$ cat src/rtl/csi2_packet_tx.sv
`default_nettype none
// ============================================================================
// Module   : csi2_packet_tx
// Purpose  : Two-lane MIPI CSI-2 packet transmitter. Turns frame/line
//            commands plus a 16-bit payload stream into per-lane HS byte
//            streams: HS-zero prep, sync byte, header with ECC, payload,
//            CRC-16, trailer, then an LP gap before the next command.
// Ports    : byte_clk, reset (async, active high)
//            cmd_valid/cmd_ready/cmd_type/cmd_wc : command handshake
//            pld_data/pld_valid/pld_ready        : payload word stream
//            hs_req, byte_valid, lane0_byte, lane1_byte : to serializers
//            underrun_err, cmd_err               : sticky error flags
// Revision : 1.0 - initial release
// ============================================================================
module csi2_packet_tx #(
    parameter logic [1:0] VC      = 2'd0,
    parameter logic [5:0] DT_LONG = 6'h2B,
    parameter int         T_PREP  = 4,
    parameter int         T_TRAIL = 4,
    parameter int         T_GAP   = 8
) (
    input  logic        byte_clk,
    input  logic        reset,
    input  logic        cmd_valid,
    output logic        cmd_ready,
    input  logic [1:0]  cmd_type,
    input  logic [15:0] cmd_wc,
    input  logic [15:0] pld_data,
    input  logic        pld_valid,
    output logic        pld_ready,
    output logic        hs_req,
    output logic        byte_valid,
    output logic [7:0]  lane0_byte,
    output logic [7:0]  lane1_byte,
    output logic        underrun_err,
    output logic        cmd_err
);

    typedef enum logic [3:0] {
        S_IDLE  = 4'd0,
        S_PREP  = 4'd1,
        S_SYNC  = 4'd2,
        S_HDR0  = 4'd3,
        S_HDR1  = 4'd4,
        S_PAY   = 4'd5,
        S_CRC   = 4'd6,
        S_TRAIL = 4'd7,
        S_GAP   = 4'd8
    } state_t;

    localparam logic [15:0] c_PREP_LAST  = 16'(T_PREP - 1);
    localparam logic [15:0] c_TRAIL_LAST = 16'(T_TRAIL - 1);
    localparam logic [15:0] c_GAP_LAST   = 16'(T_GAP - 1);

    state_t      r_state;
    state_t      w_next;
    logic [15:0] r_cnt;
    logic [5:0]  r_dt;
    logic [15:0] r_wc;
    logic        r_long;
    logic [15:0] r_crc;
    logic        r_last0;
    logic        r_last1;

    logic [15:0] w_wc_even;
    logic        w_is_long;
    logic        w_cmd_bad;
    logic [5:0]  w_dt;
    logic [7:0]  w_di;
    logic [7:0]  w_ecc;

    // 6-bit Hamming-style ECC over {WC, DI}; top two bits are always zero.
    function automatic logic [7:0] f_ecc(input logic [23:0] h);
        logic [7:0] e;
        e    = 8'h00;
        e[0] = h[0]^h[1]^h[2]^h[4]^h[5]^h[7]^h[10]^h[11]^h[13]^h[16]^h[20]^h[21]^h[22]^h[23];
        e[1] = h[0]^h[1]^h[3]^h[4]^h[6]^h[8]^h[10]^h[12]^h[14]^h[17]^h[20]^h[21]^h[22]^h[23];
        e[2] = h[0]^h[2]^h[3]^h[5]^h[6]^h[9]^h[11]^h[12]^h[15]^h[18]^h[20]^h[21]^h[22];
        e[3] = h[1]^h[2]^h[3]^h[7]^h[8]^h[9]^h[13]^h[14]^h[15]^h[19]^h[20]^h[21]^h[23];
        e[4] = (^h[9:4]) ^ (^h[19:16]) ^ h[20] ^ h[22] ^ h[23];
        e[5] = (^h[19:10]) ^ h[21] ^ h[22] ^ h[23];
        return e;
    endfunction

    // Reflected CRC-16 (0x8408), one byte consumed LSB first.
    function automatic logic [15:0] f_crc_byte(input logic [15:0] crc_in, input logic [7:0] b);
        logic [15:0] c;
        logic        fb;
        c = crc_in;
        for (int i = 0; i < 8; i++) begin
            fb = c[0] ^ b[i];
            c  = {1'b0, c[15:1]};
            if (fb) c = c ^ 16'h8408;
        end
        return c;
    endfunction

    // Command decode: long commands carry an even byte count; an odd or
    // zero count is flagged, and zero degenerates to a short packet.
    assign w_wc_even = {cmd_wc[15:1], 1'b0};
    assign w_is_long = (cmd_type == 2'd2);
    assign w_cmd_bad = (cmd_type == 2'd3) || (w_is_long && (cmd_wc[0] || (w_wc_even == 16'h0000)));

    always_comb begin
        w_dt = 6'h00;
        case (cmd_type)
            2'd1:    w_dt = 6'h01;
            2'd2:    w_dt = DT_LONG;
            default: w_dt = 6'h00;
        endcase
    end

    assign w_di  = {VC, r_dt};
    assign w_ecc = f_ecc({r_wc, w_di});

    // Next-state and outputs. pld_ready is purely a function of state so the
    // source sees the consume strobe in the same cycle its word is on the lanes.
    always_comb begin
        w_next     = r_state;
        cmd_ready  = 1'b0;
        pld_ready  = 1'b0;
        hs_req     = 1'b0;
        byte_valid = 1'b0;
        lane0_byte = 8'h00;
        lane1_byte = 8'h00;
        case (r_state)
            S_IDLE: begin
                cmd_ready = 1'b1;
                if (cmd_valid && (cmd_type != 2'd3)) w_next = S_PREP;
            end
            S_PREP: begin
                hs_req = 1'b1;
                if (r_cnt == c_PREP_LAST) w_next = S_SYNC;
            end
            S_SYNC: begin
                hs_req     = 1'b1;
                byte_valid = 1'b1;
                lane0_byte = 8'hB8;
                lane1_byte = 8'hB8;
                w_next     = S_HDR0;
            end
            S_HDR0: begin
                hs_req     = 1'b1;
                byte_valid = 1'b1;
                lane0_byte = w_di;
                lane1_byte = r_wc[7:0];
                w_next     = S_HDR1;
            end
            S_HDR1: begin
                hs_req     = 1'b1;
                byte_valid = 1'b1;
                lane0_byte = r_wc[15:8];
                lane1_byte = w_ecc;
                w_next     = r_long ? S_PAY : S_TRAIL;
            end
            S_PAY: begin
                hs_req     = 1'b1;
                byte_valid = 1'b1;
                pld_ready  = 1'b1;
                // Starved cycles send zeros rather than stalling the HS burst.
                lane0_byte = pld_valid ? pld_data[7:0]  : 8'h00;
                lane1_byte = pld_valid ? pld_data[15:8] : 8'h00;
                if ((r_cnt + 16'd1) == {1'b0, r_wc[15:1]}) w_next = S_CRC;
            end
            S_CRC: begin
                hs_req     = 1'b1;
                byte_valid = 1'b1;
                lane0_byte = r_crc[7:0];
                lane1_byte = r_crc[15:8];
                w_next     = S_TRAIL;
            end
            S_TRAIL: begin
                hs_req     = 1'b1;
                lane0_byte = {8{~r_last0}};
                lane1_byte = {8{~r_last1}};
                if (r_cnt == c_TRAIL_LAST) w_next = S_GAP;
            end
            S_GAP: begin
                if (r_cnt == c_GAP_LAST) w_next = S_IDLE;
            end
            default: w_next = S_IDLE;
        endcase
    end

    always_ff @(posedge byte_clk or posedge reset) begin
        if (reset) begin
            r_state      <= S_IDLE;
            r_cnt        <= 16'h0000;
            r_dt         <= 6'h00;
            r_wc         <= 16'h0000;
            r_long       <= 1'b0;
            r_crc        <= 16'h0000;
            r_last0      <= 1'b0;
            r_last1      <= 1'b0;
            underrun_err <= 1'b0;
            cmd_err      <= 1'b0;
        end else begin
            r_state <= w_next;
            r_cnt   <= (w_next != r_state) ? 16'h0000 : r_cnt + 16'd1;

            if (cmd_ready && cmd_valid) begin
                if (cmd_type != 2'd3) begin
                    r_dt   <= w_dt;
                    r_wc   <= w_is_long ? w_wc_even : cmd_wc;
                    r_long <= w_is_long && (w_wc_even != 16'h0000);
                end
                if (w_cmd_bad) cmd_err <= 1'b1;
            end

            if (r_state == S_HDR1) begin
                r_crc <= 16'hFFFF;
            end else if (r_state == S_PAY) begin
                r_crc <= f_crc_byte(f_crc_byte(r_crc, lane0_byte), lane1_byte);
            end

            // Remember the final bit on each lane; the trailer inverts it.
            if (byte_valid) begin
                r_last0 <= lane0_byte[7];
                r_last1 <= lane1_byte[7];
            end

            if ((r_state == S_PAY) && !pld_valid) underrun_err <= 1'b1;
        end
    end

endmodule
`default_nettype wire

$ cat config.mk
export PLATFORM = sky130hd
export DESIGN_NAME = csi2_packet_tx
export DESIGN_NICKNAME = d
export VERILOG_FILES = /design/src/rtl/csi2_packet_tx.sv
export SDC_FILE = /design/constraint.sdc
export NUM_CORES = 1
export LEC_CHECK = 0
export CORE_MARGIN = 3
export CORE_UTILIZATION = 46
export DETAILED_ROUTE_END_ITERATION = 16
export PLACE_DENSITY = 0.69
export SYNTH_ARGS = -nofsm -noshare
export SYNTH_HDL_FRONTEND = slang
export SYNTH_SLANG_ARGS = --single-unit
$ cat constraint.sdc
create_clock -name byte_clk -period 8.7 [get_ports byte_clk]
set_clock_uncertainty 0.15 [all_clocks]
set_input_delay 1.305 -clock byte_clk [delete_from_list [all_inputs] [get_ports byte_clk]]
set_output_delay 1.305 -clock byte_clk [all_outputs]
set_load 0.03 [all_outputs]
==> impl_metrics.prom <==
# TYPE chip_impl_metric gauge
chip_impl_metric{name="synth_edf_count",unit=""} 0
chip_impl_metric{name="die-area",unit="µm²"} 10780
chip_impl_metric{name="routedWlPerCell",unit="µm"} 18.95
chip_impl_metric{name="drt_pass1_iterations",unit=""} 5
chip_impl_metric{name="worst-endpoint-arrival",unit="ns"} 4.01
chip_impl_metric{name="number_of_library_cell_types_mapped_by_synthesis",unit=""} 69
chip_impl_metric{name="io_buffers",unit=""} 59
chip_impl_info{name="critical_path.startpoint_type",value="flip-flop"} 1
chip_impl_metric{name="cts_hold_buffers",unit=""} 0
chip_impl_metric{name="hold-worst-slack",unit="ns"} 0.3344
chip_impl_metric{name="cts_htree_levels",unit=""} 3
chip_impl_metric{name="antenna_violations_before_repair",unit=""} 0
chip_impl_metric{name="synthArstFlopShare",unit=""} 1.000
chip_impl_metric{name="drive_gt1_frac",unit=""} 0.1149
chip_impl_metric{name="grt_start_max_net_pins",unit=""} 60
chip_impl_metric{name="clock_path_buffers",unit=""} 2
chip_impl_metric{name="initial_utilization",unit=""} 0.4741
chip_impl_metric{name="timing.fmax",unit="MHz"} 182.9
chip_impl_info{name="status",value="finished, final reports clean"} 1
chip_impl_metric{name="post_cts_setup_buffers",unit=""} 0
chip_impl_metric{name="number_of_warnings_reported_in_the_yosys_synthesis_log",unit=""} 0
chip_impl_metric{name="postSynthRegisterBits",unit=""} 59
chip_impl_metric{name="final_min_period_over_clock_period",unit=""} 0.6284
chip_impl_metric{name="fillers",unit=""} 859
chip_impl_metric{name="synth.net_count",unit=""} 486
chip_impl_metric{name="detailroute.via_count",unit=""} 3545
chip_impl_metric{name="register_area",unit="µm²"} 1476
chip_impl_metric{name="worst-slew-pin-transition",unit="ns"} 0.8024
chip_impl_metric{name="die_w",unit="µm"} 103.8
chip_impl_metric{name="core_area",unit="µm²"} 9284
chip_impl_metric{name="path_clk_slew",unit="ns"} 0.07
chip_impl_metric{name="final.setup.tns",unit="ns"} 0
chip_impl_metric{name="avgSynthCellArea",unit="µm²"} 9.892
chip_impl_metric{name="fin_nets",unit=""} 532
chip_impl_info{name="worst_path_dominant_cell_family",value="simple AND/OR/NAND/NOR gates"} 1
chip_impl_metric{name="antenna_cells",unit=""} 0
chip_impl_metric{name="fin_util",unit=""} 0.5720
chip_impl_info{name="timing.critical_path.slowest_stage_cell",value="dfrtp_1"} 1
chip_impl_metric{name="grt_first_pass_wirelength",unit="µm"} 19580
chip_impl_metric{name="multi_input_comb_area",unit="µm²"} 2759
chip_impl_metric{name="critPathMaxFanout",unit=""} 26
chip_impl_info{name="synthFlopType",value="dfrtp_1"} 1
chip_impl_metric{name="layout_min_cycle_time",unit="ns"} 5.467
chip_impl_info{name="timing_worst_setup_path_type",value="reg -> out"} 1
chip_impl_metric{name="vias_in_the_first_global_route",unit=""} 3542
chip_impl_info{name="tritoncts",value="yes"} 1
chip_impl_info{name="timing.hold.worst.class",value="reg -> reg"} 1
chip_impl_metric{name="syn_area",unit="µm²"} 4402
chip_impl_info{name="cts_root_buf",value="clkbuf_8"} 1
chip_impl_metric{name="finalHoldViolations",unit=""} 0
chip_impl_metric{name="cp_data_required_time",unit="ns"} 7.24
chip_impl_info{name="rsz0062_at_grt",value="false"} 1
chip_impl_metric{name="drc",unit=""} 0
chip_impl_metric{name="numClockSinks",unit=""} 59
chip_impl_metric{name="ctsResizeCount",unit=""} 0
chip_impl_metric{name="placementRows",unit=""} 35
chip_impl_metric{name="timing.slew.headroom",unit=""} 0.4512
chip_impl_metric{name="finalSetupViolCount",unit=""} 0
chip_impl_metric{name="max_cap_violations",unit=""} 0
chip_impl_metric{name="max_stage_delay",unit="ns"} 0.79
chip_impl_metric{name="clkLatencyLatePin",unit="ns"} 0.35
chip_impl_metric{name="path_buf_inv",unit=""} 3
chip_impl_metric{name="gr-usage-all-layers",unit=""} 0.2298
chip_impl_metric{name="ioPinCount",unit=""} 60
chip_impl_metric{name="ant_nets",unit=""} 0
chip_impl_metric{name="area.growth.synth_to_final",unit="%"} 20.64
chip_impl_info{name="setup.worst_path.end_class",value="primary output"} 1
chip_impl_metric{name="ys_seq_area_frac",unit=""} 0.3354
chip_impl_metric{name="cts_made_buffers",unit=""} 9
chip_impl_metric{name="dpl.hpwl",unit="µm"} 9027
chip_impl_metric{name="drt_iter0_drc",unit=""} 240
chip_impl_metric{name="global_route.overflow_total",unit=""} 0
chip_impl_metric{name="fp.dieH",unit="µm"} 103.8
chip_impl_info{name="crit_chain",value="nand2b_2 -> nor2_4 -> nand2_2 -> clkinv_2 -> and2_1 -> a22o_1 -> a31o_2 -> a21oi_1 -> inv_1 -> clkdlybuf4s50_1"} 1
chip_impl_metric{name="finalMaxSlewViolations",unit=""} 0
chip_impl_metric{name="place.gp.congestion",unit=""} 0.9092
chip_impl_metric{name="vias_per_cell",unit=""} 5.672
chip_impl_metric{name="postSynthCellCount",unit=""} 445
chip_impl_metric{name="totalWireLength",unit="µm"} 11840
-- area by class of cell --
type / count / share of cell area
inverters: 16 / 0.01155
well taps: 129 / 0.03040
flip-flops and latches: 59 / 0.2780
repair buffers: 61 / 0.1140
clock buffers: 13 / 0.03369
clock inverters: 3 / 0.01272
multi-input cells: 344 / 0.5196
-- synthesized netlist by cell type, types with 7 or more instances --
library cell / number / area (µm²)
xnor2_1: 60 / 525.5
nor4_1: 7 / 43.79
nor2_1: 36 / 135.1
nand2b_1: 10 / 62.56
dfrtp_1: 59 / 1476
clkbuf_1: 16 / 60.06
o21ai_0: 17 / 85.08
nand4_1: 10 / 62.56
nand2_1: 15 / 56.30
a21oi_1: 22 / 110.1
nand3_1: 8 / 40.04
mux2_2: 19 / 214.0
xnor3_1: 14 / 315.3
xor2_1: 24 / 210.2
inv_1: 15 / 56.30
nor3_1: 7 / 35.03
-- state kept, by name (all words and copies together) (netlist names) --
register      cells
underrun_err      1
r_long            1
cmd_err           1
r_dt              2
r_wc             16
r_last0           1
r_crc            16
r_state           4
r_cnt            16
r_last1           1
-- through the flow --
step           instances  instance area [µm²]  worst slack [ns]
6_report             625                 5310             3.233
5_1_grt              625                 5310             2.951
4_1_cts              625                 5310             3.291
3_5_place_dp         609                 5064             3.626
3_3_place_gp         609                 5064             3.663
2_1_floorplan        445                 4402             4.848
-- cells by family (layout without fill, tap and decap cells) --
kind of cell               count (synthesis)  count (layout)  synth area share
xor gates and xnor gates                 102             102            0.2587
AOI/OAI and AO/OA                         85              85            0.1362
muxes                                     23              23           0.05770
buffers and inverters                     42              93           0.03780
adders and majority gates                  3               3          0.008528
DFF                                       59              59            0.3354
and+or+nand+nor                          131             131            0.1657
-- worst paths after layout --
| kind | to | cells past startpoint | slack [ns] | start |
|---|---|---|---|---|
| worst max-delay path | lane1_byte[1] | 10 | 3.23 | r_state[2] |
| worst min-delay path | underrun_err | 1 | 0.33 | underrun_err |
| worst max register to register | r_crc[3] | 11 | 3.92 | r_state[2] |
| worst min register to register | underrun_err | 1 | 0.33 | underrun_err |
| max in group asynchronous | r_crc[12] | 3 | 6.54 | reset |
| min in group asynchronous | r_crc[5] | 3 | 1.35 | reset |
-- placed cells by master, fill, tap and decap left out, types with 15 or more instances in the layout --
cell             Yosys  routed
o21ai_0             17      17
xnor2_1             60      60
nand2_1             15      15
a21oi_1             22      22
xor2_1              24      24
clkdlybuf4s50_1      0      59
nor2_1              36      36
dfrtp_1             59      59
mux2_2              19      19
-- routing by layer --
layer | vias up | share of wire | GRT usage
met3 | 21 | 0.078 | 0.04984
met1 | 1712 | 0.45 | 0.3280
li1 | 1665 | - | -
met4 | 0 | 0.026 | 0.09022
met2 | 147 | 0.45 | 0.3408
met5 | - | 0 | 0
Power is left out: the tool's default activity adds up to more than one toggle a clock period on the data nets, which glitch-free logic cannot reach.
==> RTL edit, RTL diff (config.mk and constraints unchanged) <==
Register the output `cmd_err` once more, cleared by the reset; this adds one clock of latency there. The other outputs are not delayed to match.
--- a/src/rtl/csi2_packet_tx.sv
+++ b/src/rtl/csi2_packet_tx.sv
@@ -52,6 +52,8 @@
     localparam logic [15:0] c_TRAIL_LAST = 16'(T_TRAIL - 1);
     localparam logic [15:0] c_GAP_LAST   = 16'(T_GAP - 1);
 
+    logic cmd_err_s0;
+
     state_t      r_state;
     state_t      w_next;
     logic [15:0] r_cnt;
@@ -193,7 +195,7 @@
             r_last0      <= 1'b0;
             r_last1      <= 1'b0;
             underrun_err <= 1'b0;
-            cmd_err      <= 1'b0;
+            cmd_err_s0   <= 1'b0;
         end else begin
             r_state <= w_next;
             r_cnt   <= (w_next != r_state) ? 16'h0000 : r_cnt + 16'd1;
@@ -204,7 +206,7 @@
                     r_wc   <= w_is_long ? w_wc_even : cmd_wc;
                     r_long <= w_is_long && (w_wc_even != 16'h0000);
                 end
-                if (w_cmd_bad) cmd_err <= 1'b1;
+                if (w_cmd_bad) cmd_err_s0 <= 1'b1;
             end
 
             if (r_state == S_HDR1) begin
@@ -223,6 +225,14 @@
         end
     end
 
+    always_ff @(posedge byte_clk or posedge reset) begin
+        if (reset) begin
+            cmd_err <= '0;
+        end else begin
+            cmd_err <= cmd_err_s0;
+        end
+    end
+
 endmodule
 `default_nettype wire
 
Formal check against the unedited RTL: not equivalent (a bounded check fails within 4 cycles, from zero or initial values and one cycle with reset high).
==> RTL edit against the original RTL <==
  * Wire length increased by 2.0%
  * Synthesized cell count decreased by 0.67%
  * Cell area increased by 1.3%
  * Sequential cell count increased by 1
  * Setup slack got worse by 0.23 ns
  * Die area increased by 2.3%
  * Area after synthesis increased by 2.4%
Power is left out: the tool's default activity adds up to more than one toggle a clock period on the data nets, which glitch-free logic cannot reach.
==> RTL edit: results (changes against the original RTL) <==
| Metric | Value |
|---|---|
| Status | `completed` |
| Detailed Routing Iterations Pass 1 | `4 (-1)` |
| Hold crit path type | `reg2reg` |
| Hold WS | `0.241 ns (-0.0939 ns)` |
| Vias/cell | `5.73 (+0.97%)` |
| Worst skew pair latency | `0.35 ns (about the same)` |
| Fin nets | `533 (+0.19%)` |
| Drt wl/cell | `19.3 µm (+1.8%)` |
| Clk buf depth | `2 (unchanged)` |
| Inst Count DP | `610 (+0.16%)` |
| Flop2flop setup slack | `3.71 ns (-0.21 ns)` |
| Dpl hpwl | `9210 µm (+2.0%)` |
| H-Tree Depth | `3 (unchanged)` |
| Adder-Cell Fraction of Synth Area | `0.832% (-0.020 points)` |
| GR Util All Layers | `22.7% (-0.27 points)` |
| Hold Path Depth | `0 (-1)` |
| GP Congestion | `0.948 (+4.3%)` |
| Syn Nets | `483 (-0.62%)` |
| Max_slew headroom | `39.3% (-5.8 points)` |
| Mux contribution to synthesized area | `5.38% (-0.39 points)` |
| Largest net degree at the start of global routing | `61 (+1.7%)` |
| Xor and xnor fraction of the mapped netlist area | `27.2% (+1.4 points)` |
| Place WS | `3.42 ns (-0.204 ns)` |
| Layout cells sized above 1 | `13.7% (+2.2 points)` |
| Reg2Reg Depth | `11 (unchanged)` |
| Seq/Total Area, Yosys | `33.3% (-0.25 points)` |
| First-pass GRT wire length | `19500 µm (-0.21%)` |
| Initial antenna violation count | `0 (unchanged)` |
| Crit path launch | `r_state[2]$_DFF_PP0_` |
| Initial DRC count | `226 (-5.8%)` |
| Critical R2R Capture | `r_crc[1]$_DFFE_PP0P_` |
| CTS resizes | `0 (unchanged)` |
| Crit-path max FO | `27 (+3.8%)` |
| Top cells by area, synth | `dfrtp_1 33%, xnor2_1 10%, xnor3_1 6.5%` |
| Synth cell types | `64 (-7.2%)` |
| Vias in the first global route | `3630 (+2.5%)` |
| Mapped Avg Cell Area | `10.2 µm² (+3.1%)` |
| Hold path start | `cmd_err_s0$_DFFE_PP0P_` |
| Synth cell count leaders | `60 x dfrtp_1, 53 x xnor2_1, 40 x nor2_1, 29 x xor2_1, 21 x a21oi_1` |
| Post-DP Area | `5180 µm² (+2.3%)` |
| Layout Cells excl Fill | `626 (+0.16%)` |
| Crit path largest cell delay | `0.82 ns (+0.03 ns)` |
| Compound-cell area share of the yosys netlist | `13.4% (-0.19 points)` |
| Min-Delay Endpoint | `cmd_err$_DFF_PP0_` |
[RTL edit: cell type report]
type	count	area, µm²
multi-input combinational	349	2870
clock buffer	9	124
inverter	10	40.0
tap	129	161
clock inverter	7	75.1
timing repair buffer	62	613
sequential	60	1500
fill	862	3990
[RTL edit: layer usage]
| layer | vias to the layer above | share of wire, % | global-route usage [%] |
|---|---|---|---|
| met2 | 143 | 49 | 37.9 |
| met1 | 1738 | 42 | 29.4 |
| li1 | 1687 | - | - |
| met3 | 17 | 6.5 | 4.14 |
| met5 | - | 0 | 0 |
| met4 | 0 | 2.4 | 8.53 |
[RTL edit: worst max path at each step]
stage	end	slack, ns	cells past startpoint
CTS	lane0_byte[2]	3.05	7
finish	lane0_byte[2]	3.00	7
detailed placement	lane0_byte[2]	3.42	7
floorplan	lane1_byte[0]	4.83	5
global route	lane1_byte[0]	2.62	8
global placement	lane0_byte[2]	3.55	7
